File: src/rtl/porta_ctrl_pkg.sv
// Shared constants for the ColecoVision controller-port / Z80 bus-assist block.
package porta_ctrl_pkg;

  localparam logic [1:0] DEC_FIRE = 2'b00;
  localparam logic [1:0] DEC_ARM  = 2'b10;
  localparam logic [1:0] DEC_READ = 2'b11;

  localparam logic [1:0] ST_IDLE = 2'd0;
  localparam logic [1:0] ST_WAIT = 2'd1;
  localparam logic [1:0] ST_DONE = 2'd2;

  // Bit positions of debounced controller lines within the read byte
  localparam int unsigned D_DB0  = 0;
  localparam int unsigned D_DB3  = 1;
  localparam int unsigned D_DB1  = 2;
  localparam int unsigned D_DB2  = 3;
  localparam int unsigned D_ONE  = 4;
  localparam int unsigned D_DB4  = 5;
  localparam int unsigned D_DB5  = 6;
  localparam int unsigned D_ZERO = 7;

  localparam logic [7:0] D_IDLE = 8'hFF;

  function automatic logic [7:0] map_d(input logic [5:0] db);
    logic [7:0] d;
    d         = D_IDLE;
    d[D_DB0]  = db[0];
    d[D_DB1]  = db[1];
    d[D_DB2]  = db[2];
    d[D_DB3]  = db[3];
    d[D_DB4]  = db[4];
    d[D_DB5]  = db[5];
    d[D_ONE]  = 1'b1;
    d[D_ZERO] = 1'b0;
    return d;
  endfunction

endpackage

File: src/rtl/porta_debounce.sv
// One controller line: 2-flop synchroniser followed by a stable-count debouncer.
module porta_debounce #(
  parameter int unsigned DEBOUNCE_CYCLES = 8
) (
  input  logic clk,
  input  logic rstn,
  input  logic din,
  output logic dout
);

  localparam int unsigned CW = 8;
  localparam logic [CW-1:0] LIMIT = CW'(DEBOUNCE_CYCLES);

  logic          s1;
  logic          s2;
  logic [CW-1:0] cnt;

  always_ff @(posedge clk or negedge rstn) begin
    if (!rstn) begin
      s1 <= 1'b1;
      s2 <= 1'b1;
    end else begin
      s1 <= din;
      s2 <= s1;
    end
  end

  // Counter runs only while the synchronised input disagrees; it saturates.
  always_ff @(posedge clk or negedge rstn) begin
    if (!rstn) begin
      cnt  <= '0;
      dout <= 1'b1;
    end else if (s2 == dout) begin
      cnt <= '0;
    end else if (cnt >= LIMIT) begin
      dout <= s2;
      cnt  <= '0;
    end else if (cnt != '1) begin
      cnt <= cnt + CW'(1);
    end
  end

endmodule

File: src/rtl/porta_ctrl_bus.sv
// Controller select latch, controller read port and M1 wait-state generator.
module porta_ctrl_bus
  import porta_ctrl_pkg::*;
#(
  parameter int unsigned NUM_PLAYERS     = 2,
  parameter int unsigned DEBOUNCE_CYCLES = 8,
  parameter int unsigned WAIT_CYCLES     = 1
) (
  input  logic                       clk,
  input  logic                       rstn,
  input  logic [7:0]                 A,
  input  logic                       IORQn,
  input  logic                       RDn,
  input  logic                       WRn,
  input  logic                       M1n,
  input  logic [6*NUM_PLAYERS-1:0]   C_IN,
  output logic [NUM_PLAYERS-1:0]     C_PIN4,
  output logic [NUM_PLAYERS-1:0]     C_PIN7,
  output logic [7:0]                 D_OUT,
  output logic                       D_OE,
  output logic                       WAIT_DRV
);

  localparam int unsigned NB  = 6 * NUM_PLAYERS;
  localparam int unsigned PW  = (NUM_PLAYERS > 2) ? $clog2(NUM_PLAYERS) : 1;
  localparam int unsigned WCW = (WAIT_CYCLES > 1) ? $clog2(WAIT_CYCLES + 1) : 1;
  localparam logic [WCW-1:0] WLIM = WCW'(WAIT_CYCLES);

  logic [2:0]     sync1;
  logic [2:0]     sync2;
  logic           iorq_s;
  logic           wr_s;
  logic           m1_s;
  logic           fire;
  logic           arm;
  logic           pin4;
  logic           pin7;
  logic [NB-1:0]  db;
  logic [PW-1:0]  idx;
  logic [7:0]     rd_sel;
  logic [1:0]     state;
  logic [1:0]     state_nxt;
  logic [WCW-1:0] wcnt;
  logic [WCW-1:0] wcnt_nxt;
  logic           unused_a;

  assign unused_a = ^A[4:0];

  // Strobe synchronisers, order {IORQn, WRn, M1n}
  always_ff @(posedge clk or negedge rstn) begin
    if (!rstn) begin
      sync1 <= 3'b111;
      sync2 <= 3'b111;
    end else begin
      sync1 <= {IORQn, WRn, M1n};
      sync2 <= sync1;
    end
  end

  assign {iorq_s, wr_s, m1_s} = sync2;

  assign fire = A[7] & ~iorq_s & ~wr_s & (A[6:5] == DEC_FIRE);
  assign arm  = A[7] & ~iorq_s & ~wr_s & (A[6:5] == DEC_ARM);

  always_ff @(posedge clk or negedge rstn) begin
    if (!rstn) begin
      pin4 <= 1'b1;
      pin7 <= 1'b0;
    end else if (fire) begin
      pin4 <= 1'b0;
      pin7 <= 1'b1;
    end else if (arm) begin
      pin4 <= 1'b1;
      pin7 <= 1'b0;
    end
  end

  assign C_PIN4 = {NUM_PLAYERS{pin4}};
  assign C_PIN7 = {NUM_PLAYERS{pin7}};

  for (genvar i = 0; i < NB; i++) begin : g_db
    porta_debounce #(
      .DEBOUNCE_CYCLES(DEBOUNCE_CYCLES)
    ) u_db (
      .clk  (clk),
      .rstn (rstn),
      .din  (C_IN[i]),
      .dout (db[i])
    );
  end

  // Read path is purely combinational from the raw bus strobes.
  always_comb begin
    idx    = (NUM_PLAYERS == 1) ? '0 : A[PW:1];
    D_OE   = A[7] & ~IORQn & ~RDn & (A[6:5] == DEC_READ);
    rd_sel = D_IDLE;
    for (int p = 0; p < NUM_PLAYERS; p++) begin
      if (32'(idx) == 32'(p)) rd_sel = map_d(db[6*p +: 6]);
    end
    D_OUT = D_OE ? rd_sel : D_IDLE;
  end

  always_ff @(posedge clk or negedge rstn) begin
    if (!rstn) begin
      state    <= ST_IDLE;
      wcnt     <= '0;
      WAIT_DRV <= 1'b0;
    end else begin
      state    <= state_nxt;
      wcnt     <= wcnt_nxt;
      WAIT_DRV <= (state_nxt == ST_WAIT);
    end
  end

  // One burst per M1 low period; M1 rising mid-burst aborts it.
  always_comb begin
    state_nxt = state;
    wcnt_nxt  = wcnt;
    case (state)
      ST_IDLE: begin
        if (!m1_s) begin
          if (WAIT_CYCLES > 0) begin
            state_nxt = ST_WAIT;
            wcnt_nxt  = WCW'(1);
          end else begin
            state_nxt = ST_DONE;
          end
        end
      end
      ST_WAIT: begin
        if (m1_s) begin
          state_nxt = ST_IDLE;
          wcnt_nxt  = '0;
        end else if (wcnt >= WLIM) begin
          state_nxt = ST_DONE;
          wcnt_nxt  = '0;
        end else begin
          wcnt_nxt = wcnt + WCW'(1);
        end
      end
      ST_DONE: begin
        if (m1_s) state_nxt = ST_IDLE;
      end
      default: begin
        state_nxt = ST_IDLE;
        wcnt_nxt  = '0;
      end
    endcase
  end

endmodule
File: config.mk
export PLATFORM = sky130hd
export DESIGN_NAME = porta_ctrl_bus
export DESIGN_NICKNAME = d
export VERILOG_FILES = /design/src/rtl/porta_ctrl_pkg.sv /design/src/rtl/porta_debounce.sv /design/src/rtl/porta_ctrl_bus.sv
export SDC_FILE = /design/constraint.sdc
export NUM_CORES = 1
export LEC_CHECK = 0
export CORE_MARGIN = 3
export CORE_UTILIZATION = 52
export CTS_CLUSTER_SIZE = 40
export DETAILED_ROUTE_END_ITERATION = 7
export GPL_TIMING_DRIVEN = 1
export PLACE_DENSITY = 0.73
export SETUP_SLACK_MARGIN = 0.4
export SLEW_MARGIN = 20
export SYNTH_ARGS = -nofsm -noshare
export SYNTH_HDL_FRONTEND = slang
export SYNTH_HIERARCHICAL = 1
export SYNTH_SLANG_ARGS = --single-unit
File: constraint.sdc
create_clock -name clk -period 1.6 [get_ports clk]
set_input_delay 0.32 -clock clk [delete_from_list [all_inputs] [get_ports clk]]
set_output_delay 0.32 -clock clk [all_outputs]
set_load 0.02 [all_outputs]
==> results.toml <==
[clocking]
clk_pin_slew_ps = 60
cts.path.max_buffers = 2
cts_buffers = 17
clock_latency_ps = 520
cts_root_buf = "clkbuf_8"
cts_num_sinks = 144
cts_tree = "built"
htree_num_levels = 4

[synthesis]
yosysSeqAreaShare = 0.650
syn_avg_cell_area_um2 = 13.5
synth_area_um2 = 5630
ys_warn_count = 6
synth_cell_type_count = 27
synthCells = 418
ys_ff_latch = 144

[pwr]
max-vdd-ir-drop_v = 0.000821
p_int_mw = 6.90
power_density_nw_per_um2 = 1170
pwr-share-clk = 0.481
combinationalPowerShare = 0.064
p_leak_nw = 3.16
seqPwrFrac = 0.455
power_switching_mw = 1.88
switching_share = 0.214

[sta]
finalSetupTns_ps = -606
fin_crit_sh = 1.09
fin_crit_ps = 1740
setup_ws_ps = -141
fmax_ghz = 0.574
hold_viol_final = 0
fin_skew_ps = 5.07
maxSlewViolCount = 0
final-setup-viol-count = 6
rsz0062_at_grt = "true"

[cells_and_area]
area_delta_synth_final_pct = 33.4
drive_gt1_frac = 0.428
n_antenna_cell = 0
fin_util = 0.721
layout.nets = 582

[floorplanning]
die_h_um = 110
rows = 37
die_x_um = 110
coreArea_um2 = 10400
io_pins = 40
start_util = 0.540
dieArea_um2 = 12100

[global_route]
globalRoute.totalOverflow = 0
grt_pass1_wl_um = 16300
grt_use_total = 0.180
antenna_found_initial = 0
grt_util_met2 = 0.307
busiest_layer = "met2"
first_global_vias = 3488
use_met1 = 0.217
grt_max_degree = 49
met3_usage = 0.0559

[drt]
finalWirelength_um = 9650
dr.first_iter.drc_count = 166
vias = 3359
drtPass1Iterations = 4
vias_per_cell = 4.93
ant_nets = 0
wl_per_cell_um = 14.2
drc_errors = 0

[flow_run]
max_cap_viol_count = 0

[hold_path]
min_path_cells = 3
worstHoldEndpoint = "pin7"
hp-class = "in -> reg"
min_from = "A[6]"

[critical_path]
cp.required_ps = 1280
reg2reg_depth = 3
cpPeakStageDelay_ps = 550
r2r-end = "g_db[5].u_db/cnt[2]"
rr_startpoint = "g_db[5].u_db/cnt[6]"
rrSetupSlack_ps = 20
critical_path_class = "reg -> out"
path_cells = "mux2i_1 > nand3b_1 > buf_6"
cp.arrival_ps = 1420
critPathLaunchType = "flip-flop"
crit_fanout = 2
critPathCaptureType = "primary output"
cp_slowest_cell = "dfstp_2"

[place]
hpwl_um = 5950
place.port_buffers = 34
gp_congestion = 0.791

[run_status]
violations = "setup timing"
status = "finished with violations"
layout by cell type (no fill, tap or decap), types with 2 or more instances in the layout:
master / netlist / layout
a211oi_1: 2 / 2
a21oi_2: 0 / 35
a31oi_1: 12 / 12
and4_2: 12 / 12
buf_12: 0 / 4
buf_2: 1 / 3
buf_4: 5 / 25
buf_6: 0 / 17
bufinv_16: 0 / 5
clkbuf_16: 0 / 16
clkbuf_8: 0 / 2
clkdlybuf4s50_1: 0 / 14
clkinv_2: 0 / 2
clkinv_4: 0 / 3
clkinvlp_4: 0 / 2
conb_1: 13 / 49
dfrtp_1: 101 / 101
dfstp_2: 43 / 43
dlygate4sd2_1: 0 / 2
ha_1: 24 / 24
inv_1: 38 / 38
mux2_4: 0 / 12
mux2i_1: 7 / 7
nand3_1: 12 / 12
nand3b_1: 7 / 7
nand4_1: 12 / 12
nor2_1: 24 / 2
nor2_2: 0 / 6
nor2_4: 0 / 16
or3_4: 12 / 12
or4_4: 12 / 12
xnor2_1: 24 / 24
cell type report:
| type | instances | area [um2] |
|---|---|---|
| clock buffer | 19 | 432 |
| clock inverter | 13 | 210 |
| fill | 694 | 2910 |
| inverter | 38 | 143 |
| multi-input combinational | 265 | 2250 |
| sequential | 144 | 3660 |
| tap | 136 | 170 |
| timing repair buffer | 66 | 642 |
metal layers:
metal	routed length, um	share of wire	up-vias
met5	0	0	-
met4	193	0.020	0
met2	5110	0.53	45
li1	-	-	1593
met3	343	0.036	17
met1	4000	0.41	1704
synthesized netlist by cell type:
library cell,instances,area [um2]
a211oi_1,2,15.0
a21o_1,1,7.51
a21oi_1,37,185
a31oi_1,12,75.1
and4_2,12,120
and4b_1,1,10.0
buf_2,1,5.00
buf_4,5,37.5
clkbuf_2,1,5.00
conb_1,13,48.8
dfrtp_1,101,2530
dfstp_2,43,1130
ha_1,24,300
inv_1,38,143
mux2_1,1,11.3
mux2_2,12,135
mux2i_1,7,70.1
nand2b_1,2,12.5
nand3_1,12,60.1
nand3b_1,7,52.6
nand4_1,12,75.1
nor2_1,24,90.1
nor2b_1,1,6.26
nor4b_4,1,23.8
or3_4,12,135
or4_4,12,135
xnor2_1,24,210
flip-flops by register name (all words and copies together), names as in the netlist:
| name | count |
|---|---|
| g_db.u_db/cnt | 96 |
| WAIT_DRV | 1 |
| pin7 | 1 |
| g_db.u_db/dout | 12 |
| pin4 | 1 |
| g_db.u_db/s1 | 12 |
| sync2 | 3 |
| sync1 | 3 |
| g_db.u_db/s2 | 12 |
| state | 2 |
| wcnt | 1 |
logic make-up after synthesis:
logic type      Yosys count  share of synthesized area
flops                   144                      0.650
simple gates             96                      0.128
compound gates           52                     0.0503
buf+inv                  45                     0.0338
fa+ha+maj                24                     0.0534
xor+xnor                 24                     0.0374
mux                      20                     0.0385
other cells              13                    0.00867
power by group through the flow:
stage	clock, mW	sequential [mW]	combinational (mW)
after floorplan	0	4.02	0.244
after global placement	0	4.03	0.492
after detailed placement	0	4.04	0.503
after CTS	4.30	4.00	0.560
after global routing	4.48	4.02	0.617
final	4.22	4.00	0.558
stage by stage:
| stage | total power [mW] | area [um2] | worst slack [ps] | cells | hold slack [ps] |
|---|---|---|---|---|---|
| 6_report | 8.78 | 7510 | -141 | 681 | 113 |
| 5_1_grt | 9.12 | 7510 | -209 | 681 | 116 |
| 4_1_cts | 8.86 | 7460 | -175 | 679 | 89.5 |
| 3_5_place_dp | 4.55 | 6480 | -625 | 643 | 286 |
| 3_3_place_gp | 4.53 | 6480 | -615 | 643 | 281 |
| 2_1_floorplan | 4.27 | 5770 | 161 | 454 | 24.4 |
how the worst max path moves through the flow:
stage                                      to                 from  slack [ps]  cells past startpoint
after global placement               D_OUT[6]                 A[7]        -620                      5
after detailed placement             D_OUT[1]                 A[7]        -630                      5
final                                D_OUT[6]   g_db[11].u_db/dout        -140                      3
after floorplan           g_db[0].u_db/cnt[0]  g_db[0].u_db/cnt[5]         160                      3
after global routing                 D_OUT[6]    g_db[5].u_db/dout        -210                      3
after CTS                            D_OUT[1]    g_db[9].u_db/dout        -180                      3
critical path, delay by kind of cell (launching register included):
family | cells | cell delay, ps
muxes | 1 | 70
buffers and inverters | 1 | 140
and+or+nand+nor | 1 | 150
DFF | 1 | 550
repair_timing:
| item | 4_1_cts | 5_1_grt |
|---|---|---|
| hold buffers | 1 | 0 |
| hold endpoints to repair | 34 | 0 |
| gates resized for setup | 179 | 8 |
| setup endpoints to repair | 73 | 73 |
| pin swaps | 9 | 20 |
| setup buffers | 3 | 2 |
| gates cloned | 0 | 0 |
Power figures use the tool's default switching activity.
==> RTL change: new RTL, config.mk and constraints unchanged <==
`CW` of `porta_debounce`: 8 -> 7.
--- a/src/rtl/porta_debounce.sv
+++ b/src/rtl/porta_debounce.sv
@@ -8,7 +8,7 @@
   output logic dout
 );
 
-  localparam int unsigned CW = 8;
+  localparam int unsigned CW = 7;
   localparam logic [CW-1:0] LIMIT = CW'(DEBOUNCE_CYCLES);
 
   logic          s1;
Behaviour: no difference found for any inputs over 10 cycles, from zero or initial values and one cycle with rstn low; that may be too few to reach the edited logic, so the function may still have changed.
==> RTL change against the original RTL <==
The flow still finishes with violations (negative setup slack); largest power group is now sequential cells; wire length down 5.2%; clock skew is 0.0015 ns higher; worst setup slack improved by 0.033 ns; synthesized cell count is 14% lower; final area decreased by 9.0%; power shrank 9.0%; synthesized area is 9.3% lower; sequential cell count down 12.
==> RTL change: results (changes against the original RTL) <==
[status]
outcome = finished, violations left
violations = negative setup slack

[logic_synthesis]
yosys-top-cells-count = 89 x dfrtp_1, 43 x dfstp_2, 26 x inv_1
synth_cells = 358  ; -14%

[finish]
largest_register_ff_count = 84  ; -13%
multi_input_comb_area_mm2 = 0.001956  ; -13%
clkCellAreaFrac_pct = 8.298  ; -0.25 points
layout.area.seq_mm2 = 0.003357  ; -8.2%
multi_input_gates = 217  ; -18%
nonClockInverterCount = 26  ; -32%
buf_share_pct = 10.13  ; +1.6 points
post_route_cells_drive_above_1_share_pct = 39.20  ; -3.5 points

[global_routing]
wire_length_of_the_first_global_routing_pass_um = 15300  ; -6.4%
global_route_track_usage_on_met3_pct = 5.065  ; -0.53 points

[pwr]
clock_power_share_pct = 45.7  ; -2.4 points
power_density_mw_per_mm2 = 1170  ; about the same
vdd.ir_drop.worst_v = 0.0008136  ; -0.92%
static-leakage-power_nw = 3.030  ; -4.2%
net-switching-power_mw = 1.854  ; -1.3%

[worst_setup_path]
critical_path.reg2reg.endpoint = g_db[9].u_db/cnt[2]$_DFFE_PN0P_
setup_slack_of_the_worst_register_to_register_path_ns = 0.33  ; +0.31 ns
r2r-start = g_db[9].u_db/dout$_DFFE_PN1P_
timing.critical_path.arrival_ns = 1.39  ; -0.03 ns
cp-endpoint = D_OUT[5]

[sta]
setup_total_negative_slack_ns = -0.4159  ; +0.1897 ns
setup_slack_ns = -0.1076  ; +0.03341 ns
finalSetupViolations = 6  ; unchanged

[detailed_routing]
route.vias.total = 2961  ; -12%
drt_first_iter_violations = 78  ; -53%
drt_wl_total_um = 9148  ; -5.2%
detail_route.wl_per_cell_um = 15.10  ; +6.6%

[placed_design]
detailed_placement_wirelength_estimate_um = 5301  ; -11%

RTL change: worst min path at each step:
stage,from,endpoint,slack [ns],depth (start not counted)
2_1_floorplan,rstn,WAIT_DRV$_DFF_PN0_,0.02,0
3_3_place_gp,rstn,g_db[0].u_db/cnt[0]$_DFFE_PN0P_,0.20,1
3_5_place_dp,rstn,g_db[0].u_db/cnt[1]$_DFFE_PN0P_,0.20,1
4_1_cts,A[6],pin7$_DFFE_PN0P_,0.02,2
5_1_grt,A[6],pin7$_DFFE_PN0P_,0.03,2
6_report,A[6],pin7$_DFFE_PN0P_,0.04,2
RTL change: kinds of logic after synthesis:
kind of cell | count (synthesis) | synth area share (%)
DFF | 132 | 65.81
and+or+nand+nor | 84 | 12.95
AOI/OAI and AO/OA | 40 | 5.249
buffers and inverters | 33 | 2.845
adders and majority gates | 24 | 5.887
muxes | 20 | 4.243
other | 13 | 0.9566
xor gates and xnor gates | 12 | 2.060
RTL change: through the flow:
stage	instance area [µm²]	setup slack [ns]	hold WS, ns	util [%]
6_report	6830	-0.1076	0.04050	72.88
5_1_grt	6830	-0.1609	0.03151	72.88
4_1_cts	6648	-0.1221	0.02071	70.93
3_5_place_dp	5853	-0.7877	0.2028	62.46
3_3_place_gp	5853	-0.7774	0.1960	62.46
2_1_floorplan	5204	0.4162	0.02441	-
RTL change: timing repair:
| action | 4_1_cts | 5_1_grt |
|---|---|---|
| pin swaps | 16 | 18 |
| endpoints found under the hold margin | 90 | 0 |
| endpoints found under the setup margin | 39 | 54 |
| setup buffers | 8 | 4 |
| cloned | 1 | 0 |
| hold buffers | 1 | 0 |
| resized for setup | 126 | 27 |
RTL change: worst max-delay path: cells and delay by family (launching register included):
kind          cells  cell delay (ns)
simple gates      1             0.13
mux               1             0.07
buf+inv           1             0.14
flops             1             0.54
